## src/rtl/rrv64_clkgate_pkg.sv

```systemverilog
// Shared types and default sizing for the L1D clock-gating controller.
package rrv64_clkgate_pkg;

  localparam int CG_N_CH_DEF     = 4;
  localparam int CG_CNT_W_DEF    = 8;
  localparam int CG_WAKE_LAT_DEF = 2;

  // Per-channel gating FSM states.
  typedef enum logic [1:0] {
    CG_RUN   = 2'd0,
    CG_IDLE  = 2'd1,
    CG_GATED = 2'd2,
    CG_WAKE  = 2'd3
  } cg_state_e;

endpackage

```

## src/rtl/rrv64_cell_icg.sv

```systemverilog
// Behavioural integrated clock gate: low-transparent latch followed by AND.
// Port-compatible with a library ICG cell, which may be substituted directly.
module rrv64_cell_icg (
  input  logic clk_i,
  input  logic en_i,
  input  logic te_i,
  output logic clk_o
);

  logic r_en_lat;

  // Latch the combined enable while the clock is low so clk_o cannot glitch.
  always_latch begin
    if (!clk_i) begin
      r_en_lat <= en_i | te_i;
    end
  end

  assign clk_o = clk_i & r_en_lat;

endmodule

```

## src/rtl/rrv64_clkgate_ctrl.sv

```systemverilog
// Multi-channel clock-gating controller: per-channel idle hysteresis,
// gate/wake FSM and one ICG per channel. Scan enable forces clocks on
// without touching FSM state.
module rrv64_clkgate_ctrl
  import rrv64_clkgate_pkg::*;
#(
  parameter int N_CH     = CG_N_CH_DEF,
  parameter int CNT_W    = CG_CNT_W_DEF,
  parameter int WAKE_LAT = CG_WAKE_LAT_DEF
) (
  input  logic             clk_i,
  input  logic             rst_ni,
  input  logic             test_en_i,
  input  logic [CNT_W-1:0] idle_thresh_i,
  input  logic [N_CH-1:0]  busy_i,
  input  logic [N_CH-1:0]  wake_req_i,
  input  logic [N_CH-1:0]  force_on_i,
  output logic [N_CH-1:0]  wake_ack_o,
  output logic [N_CH-1:0]  gated_o,
  output logic [N_CH-1:0]  clk_gated_o
);

  // Wake counter only needs to reach WAKE_LAT-1; keep at least one bit.
  localparam int              WCNT_W    = (WAKE_LAT > 1) ? $clog2(WAKE_LAT) : 1;
  localparam int              WLAST_I   = (WAKE_LAT > 0) ? (WAKE_LAT - 1) : 0;
  localparam logic [WCNT_W-1:0] WCNT_LAST = WCNT_W'(WLAST_I);
  localparam logic [WCNT_W-1:0] WCNT_ONE  = WCNT_W'(1);
  localparam logic [CNT_W:0]    CNT_ONE   = (CNT_W + 1)'(1);
  localparam logic              WAKE_BYPASS = (WAKE_LAT == 0);

  // Threshold of zero disables gating for every channel.
  logic w_thr_zero;
  assign w_thr_zero = (idle_thresh_i == {CNT_W{1'b0}});

  for (genvar c = 0; c < N_CH; c++) begin : g_ch

    cg_state_e         r_state;
    logic [CNT_W-1:0]  r_cnt;
    logic [WCNT_W-1:0] r_wcnt;
    logic              r_en;
    logic              r_ack;
    logic              r_gated;

    logic              w_hold;
    logic [CNT_W:0]    w_cnt_inc;
    logic              w_cnt_hit;

    // Any activity, explicit request or software override keeps the clock.
    assign w_hold = busy_i[c] | wake_req_i[c] | force_on_i[c];

    // One extra bit so the increment never wraps before the compare.
    assign w_cnt_inc = {1'b0, r_cnt} + CNT_ONE;
    assign w_cnt_hit = (w_cnt_inc >= {1'b0, idle_thresh_i});

    // Channel FSM with registered gate enable and status outputs.
    always_ff @(posedge clk_i or negedge rst_ni) begin
      if (!rst_ni) begin
        r_state <= CG_RUN;
        r_cnt   <= {CNT_W{1'b0}};
        r_wcnt  <= {WCNT_W{1'b0}};
        r_en    <= 1'b1;
        r_ack   <= 1'b1;
        r_gated <= 1'b0;
      end else begin
        case (r_state)
          CG_RUN, CG_IDLE: begin
            if (w_hold || w_thr_zero) begin
              r_state <= CG_RUN;
              r_cnt   <= {CNT_W{1'b0}};
              r_en    <= 1'b1;
              r_ack   <= 1'b1;
              r_gated <= 1'b0;
            end else if (w_cnt_hit) begin
              // Compare is >= so a threshold lowered mid-count still gates.
              r_state <= CG_GATED;
              r_cnt   <= {CNT_W{1'b0}};
              r_en    <= 1'b0;
              r_ack   <= 1'b0;
              r_gated <= 1'b1;
            end else begin
              r_state <= CG_IDLE;
              r_cnt   <= w_cnt_inc[CNT_W-1:0];
              r_en    <= 1'b1;
              r_ack   <= 1'b1;
              r_gated <= 1'b0;
            end
          end
          CG_GATED: begin
            if (w_hold) begin
              r_en    <= 1'b1;
              r_gated <= 1'b0;
              r_wcnt  <= {WCNT_W{1'b0}};
              r_cnt   <= {CNT_W{1'b0}};
              if (WAKE_BYPASS) begin
                r_state <= CG_RUN;
                r_ack   <= 1'b1;
              end else begin
                r_state <= CG_WAKE;
                r_ack   <= 1'b0;
              end
            end else begin
              r_state <= CG_GATED;
              r_en    <= 1'b0;
              r_ack   <= 1'b0;
              r_gated <= 1'b1;
            end
          end
          CG_WAKE: begin
            // Not abortable: the clock settles to RUN whatever hold does.
            r_en    <= 1'b1;
            r_gated <= 1'b0;
            r_cnt   <= {CNT_W{1'b0}};
            if (r_wcnt == WCNT_LAST) begin
              r_state <= CG_RUN;
              r_wcnt  <= {WCNT_W{1'b0}};
              r_ack   <= 1'b1;
            end else begin
              r_state <= CG_WAKE;
              r_wcnt  <= r_wcnt + WCNT_ONE;
              r_ack   <= 1'b0;
            end
          end
          default: begin
            r_state <= CG_RUN;
            r_cnt   <= {CNT_W{1'b0}};
            r_wcnt  <= {WCNT_W{1'b0}};
            r_en    <= 1'b1;
            r_ack   <= 1'b1;
            r_gated <= 1'b0;
          end
        endcase
      end
    end

    assign wake_ack_o[c] = r_ack;
    assign gated_o[c]    = r_gated;

    rrv64_cell_icg u_icg (
      .clk_i (clk_i),
      .en_i  (r_en),
      .te_i  (test_en_i),
      .clk_o (clk_gated_o[c])
    );

  end : g_ch

endmodule

```

## config.mk

```make
export PLATFORM = sky130hd
export DESIGN_NAME = rrv64_clkgate_ctrl
export DESIGN_NICKNAME = d
export VERILOG_FILES = /design/src/rtl/rrv64_clkgate_pkg.sv /design/src/rtl/rrv64_cell_icg.sv /design/src/rtl/rrv64_clkgate_ctrl.sv
export SDC_FILE = /design/constraint.sdc
export NUM_CORES = 1
export LEC_CHECK = 0
export CAP_MARGIN = 30
export CORE_MARGIN = 1.5
export CORE_UTILIZATION = 38
export CTS_BUF_LIST = sky130_fd_sc_hd__clkbuf_16
export DETAILED_ROUTE_END_ITERATION = 8
export REMOVE_ABC_BUFFERS = 1
export SYNTH_ARGS = -nofsm -noshare
export SYNTH_HDL_FRONTEND = slang
export SYNTH_SLANG_ARGS = --single-unit
```

## constraint.sdc

```tcl
create_clock -name clk_i -period 4.83 [get_ports clk_i]
set_input_delay 1.449 -clock clk_i [delete_from_list [all_inputs] [get_ports clk_i]]
set_output_delay 1.449 -clock clk_i [all_outputs]
set_load 0.1 [all_outputs]
```

==> impl_results.md <==
- Largest family of logic cells by synthesized area: compound AO/OA/AOI/OAI gates
- Failing checks: negative setup slack
- Detailed placer's ending HPWL: 5610 µm
- Power per cell area: 445 mW/mm²
- Clock slew at reported path FFs: 0.05 ns
- Total global-route track usage: 17.2%
- Synth area leaders: dfrtp_1 33%, ha_1 12%, dfstp_2 5.8%
- WL/cell: 14.8 µm
- Max cap viols: 0
- Arrival time worst endpoint: 3.58 ns
- Fillers: 835
- Yosys cell types: 56
- Via count: 2798
- Number of vias per cell: 5.34
- DR pass1 iterations: 4
- Synth area leader: dfrtp_1
- Required @ worst endpoint: 3.38 ns
- Skew final: 0.00599 ns
- Multiplexer area fraction after synthesis: 0.621%
- Die Footprint: 0.0101 mm²
- Row count: 35
- Area delta synth->final: 22.7%
- Initial DRC count: 58
- Crit end category: output port
- Unrepaired setup endpoints after global routing: true
- Final ANT Viol Nets: 0
- Top-area cell type share of the netlist area: 33.1%
- CP top delay family: latches
- Final Slew Violations: 0
- Critical Path Source Type: latch
- Synth Cell Area: 0.00363 mm²
- IO Port Bufs: 34
- Starting Density: 39.3%
- Fraction of registers with async set/reset: 93.3%
- Cell Count, Final, Fillers Out: 524
- Max VDD drop: 0.000638 V
- Reg-to-Reg Start: g_ch[3].r_en$_DFF_PN1_
- CP Launch Point: g_ch[0].u_icg.r_en_lat$_DLATCH_N_
- TNS Setup: -0.765 ns
- Antenna Cells: 0
- Post-CTS setup buffers: 0
- Slew HR: 35.4%
- Antenna violations before repair: 0
- Ratio of cells with drive above 1 in the final layout: 13.2%
- Die height: 101 µm
- Post-synthesis instance total: 359
- Measured slew at the worst slew-check pin: 0.967 ns
- Boundary Pins: 35
- YS warnings: 0
- Drt drc: 0
- Total power: 1.98 mW
- Worst-path fanout max: 1
- Die Width: 101 µm
- Clk_lat worst skew: 0.44 ns
- FF+latch count, synth: 60
- Synth Area in Simple Gates: 17.6%
- Fin nets: 449
- RD Place Congestion: 0.794
- CP Buf/Inv Count: 1
- Leak: 2.08 nW
- Final setup viols: 8
- Grt ovf: 0
- Slowest stage delay, CP: 0.39 ns
- Synth Area in Compound Gates: 18.9%
- Placed insts: 504
- Post-Synth Adder-Cell Area: 12.4%
- Slowest-stage cell, CP: dlxtn_2
- Hold WC Path Type: reg2reg
- CP Cell Sequence: and2_4 > buf_12
- Number of flops mapped to enable cells by yosys: 0
- First-pass GRT wire length: 12900 µm
- CTS tree: done
- Hold_buf cts: 0
- Synth Flop Type: dfrtp_1
- Post-synthesis xor/xnor area fraction: 5.07%
- Reg2reg setup slack: 1.82 ns
- Commonest non-fill, non-tap cell in the layout: dfrtp_1
- DRT Wirelength: 7760 µm
- Worst setup margin: -0.199 ns
- Min-Delay Startpoint: g_ch[1].r_wcnt$_DFFE_PN0P_
- Status: finished, violations left
- Mean post-synth cell area: 10.1 µm²
- Vias in the first global route: 2758
- Final hold viol count: 0
- Most frequent cells in the layout: 48 x dfrtp_1, 36 x ha_1, 30 x nand2_1
- Core ar.: 0.00924 mm²
- Fin util: 48.2%
- CP Class: latch2out
- Largest net degree at the start of global routing: 32
==> repair_timing <==
item | 4_1_cts | 5_1_grt
gates resized for setup | 40 | 3
pin swaps | 3 | 0
endpoints found under the setup margin | 8 | 8
==> synthesized netlist by cell type (3+ instances only) <==
cell type   n
xnor2_1    16
o22ai_1     3
inv_1      14
dfstp_2     8
o21ai_1     9
nand4_1     8
a31oi_1     5
o21ai_0     4
o21bai_1    3
xor2_1      5
a211oi_1    4
a221o_1     4
ha_1       36
nor4_1      8
dlxtn_1     4
a22o_1     16
dfrtp_1    48
or2_2       6
nor2b_1     7
and2_1     11
nor2_1      6
a21o_1      5
and3_1     10
a21oi_1    14
nor3_1      4
o21a_1      3
nand2b_1    4
buf_4      12
a32o_1      5
nand3_1    12
clkbuf_1    4
nand2_1    30
==> power breakdown <==
group	switching [mW]	total [mW]	internal, mW
Sequential	0.0282	0.560	0.532
Clock	0.544	1.25	0.707
Combinational	0.108	0.169	0.0611
==> area by class of cell <==
type | instances | area [µm²] | area share, %
multi-input combinational | 265 | 1990 | 44.7
sequential | 60 | 1480 | 33.2
clock buffer | 17 | 405 | 9.11
timing repair buffer | 32 | 310 | 6.97
tap | 129 | 161 | 3.63
clock inverter | 7 | 53.8 | 1.21
inverter | 14 | 52.6 | 1.18
==> flip-flops by register name (all words and copies together) (netlist names) <==
signal / flops
g_ch.u_icg.r_en_lat: 4
g_ch.r_cnt: 32
g_ch.r_en: 4
g_ch.r_ack: 4
g_ch.r_gated: 4
g_ch.r_state: 8
g_ch.r_wcnt: 4
==> cells by family (layout without fill, tap and decap cells) <==
family	count (synthesis)	after routing
mux	2	2
compound gates	91	91
latches	4	4
simple gates	115	115
buf+inv	34	70
flops	56	56
xor+xnor	21	21
fa+ha+maj	36	36
==> metal layers <==
layer,vias up,wire [µm],global-route usage (%)
li1,1392,-,-
met1,1330,3780,21.7
met2,60,3440,24.9
met3,16,307,5.27
met4,0,240,12.0
met5,-,0,0
==> worst paths after layout <==
| check | cells after the start | endpoint |
|---|---|---|
| worst max-delay path | 2 | clk_gated_o[0] |
| worst min-delay path | 1 | g_ch[1].r_wcnt$_DFFE_PN0P_ |
| worst max register to register | 1 | g_ch[3].u_icg.r_en_lat$_DLATCH_N_ |
| worst min register to register | 1 | g_ch[1].r_wcnt$_DFFE_PN0P_ |
| max in group asynchronous | 2 | g_ch[1].r_en$_DFF_PN1_ |
| min in group asynchronous | 1 | g_ch[1].r_wcnt$_DFFE_PN0P_ |
==> per-stage QoR <==
stage | hold slack (ns) | setup slack (ns) | instance area [µm²]
after CTS | 0.487 | -0.204 | 4450
after detailed placement | 0.481 | -0.627 | 4020
after global routing | 0.512 | -0.230 | 4450
after floorplan | 0.451 | -0.146 | 3500
final | 0.483 | -0.199 | 4450
after global placement | 0.478 | -0.621 | 4020
No activity file was read; power rests on OpenSTA's default activity.
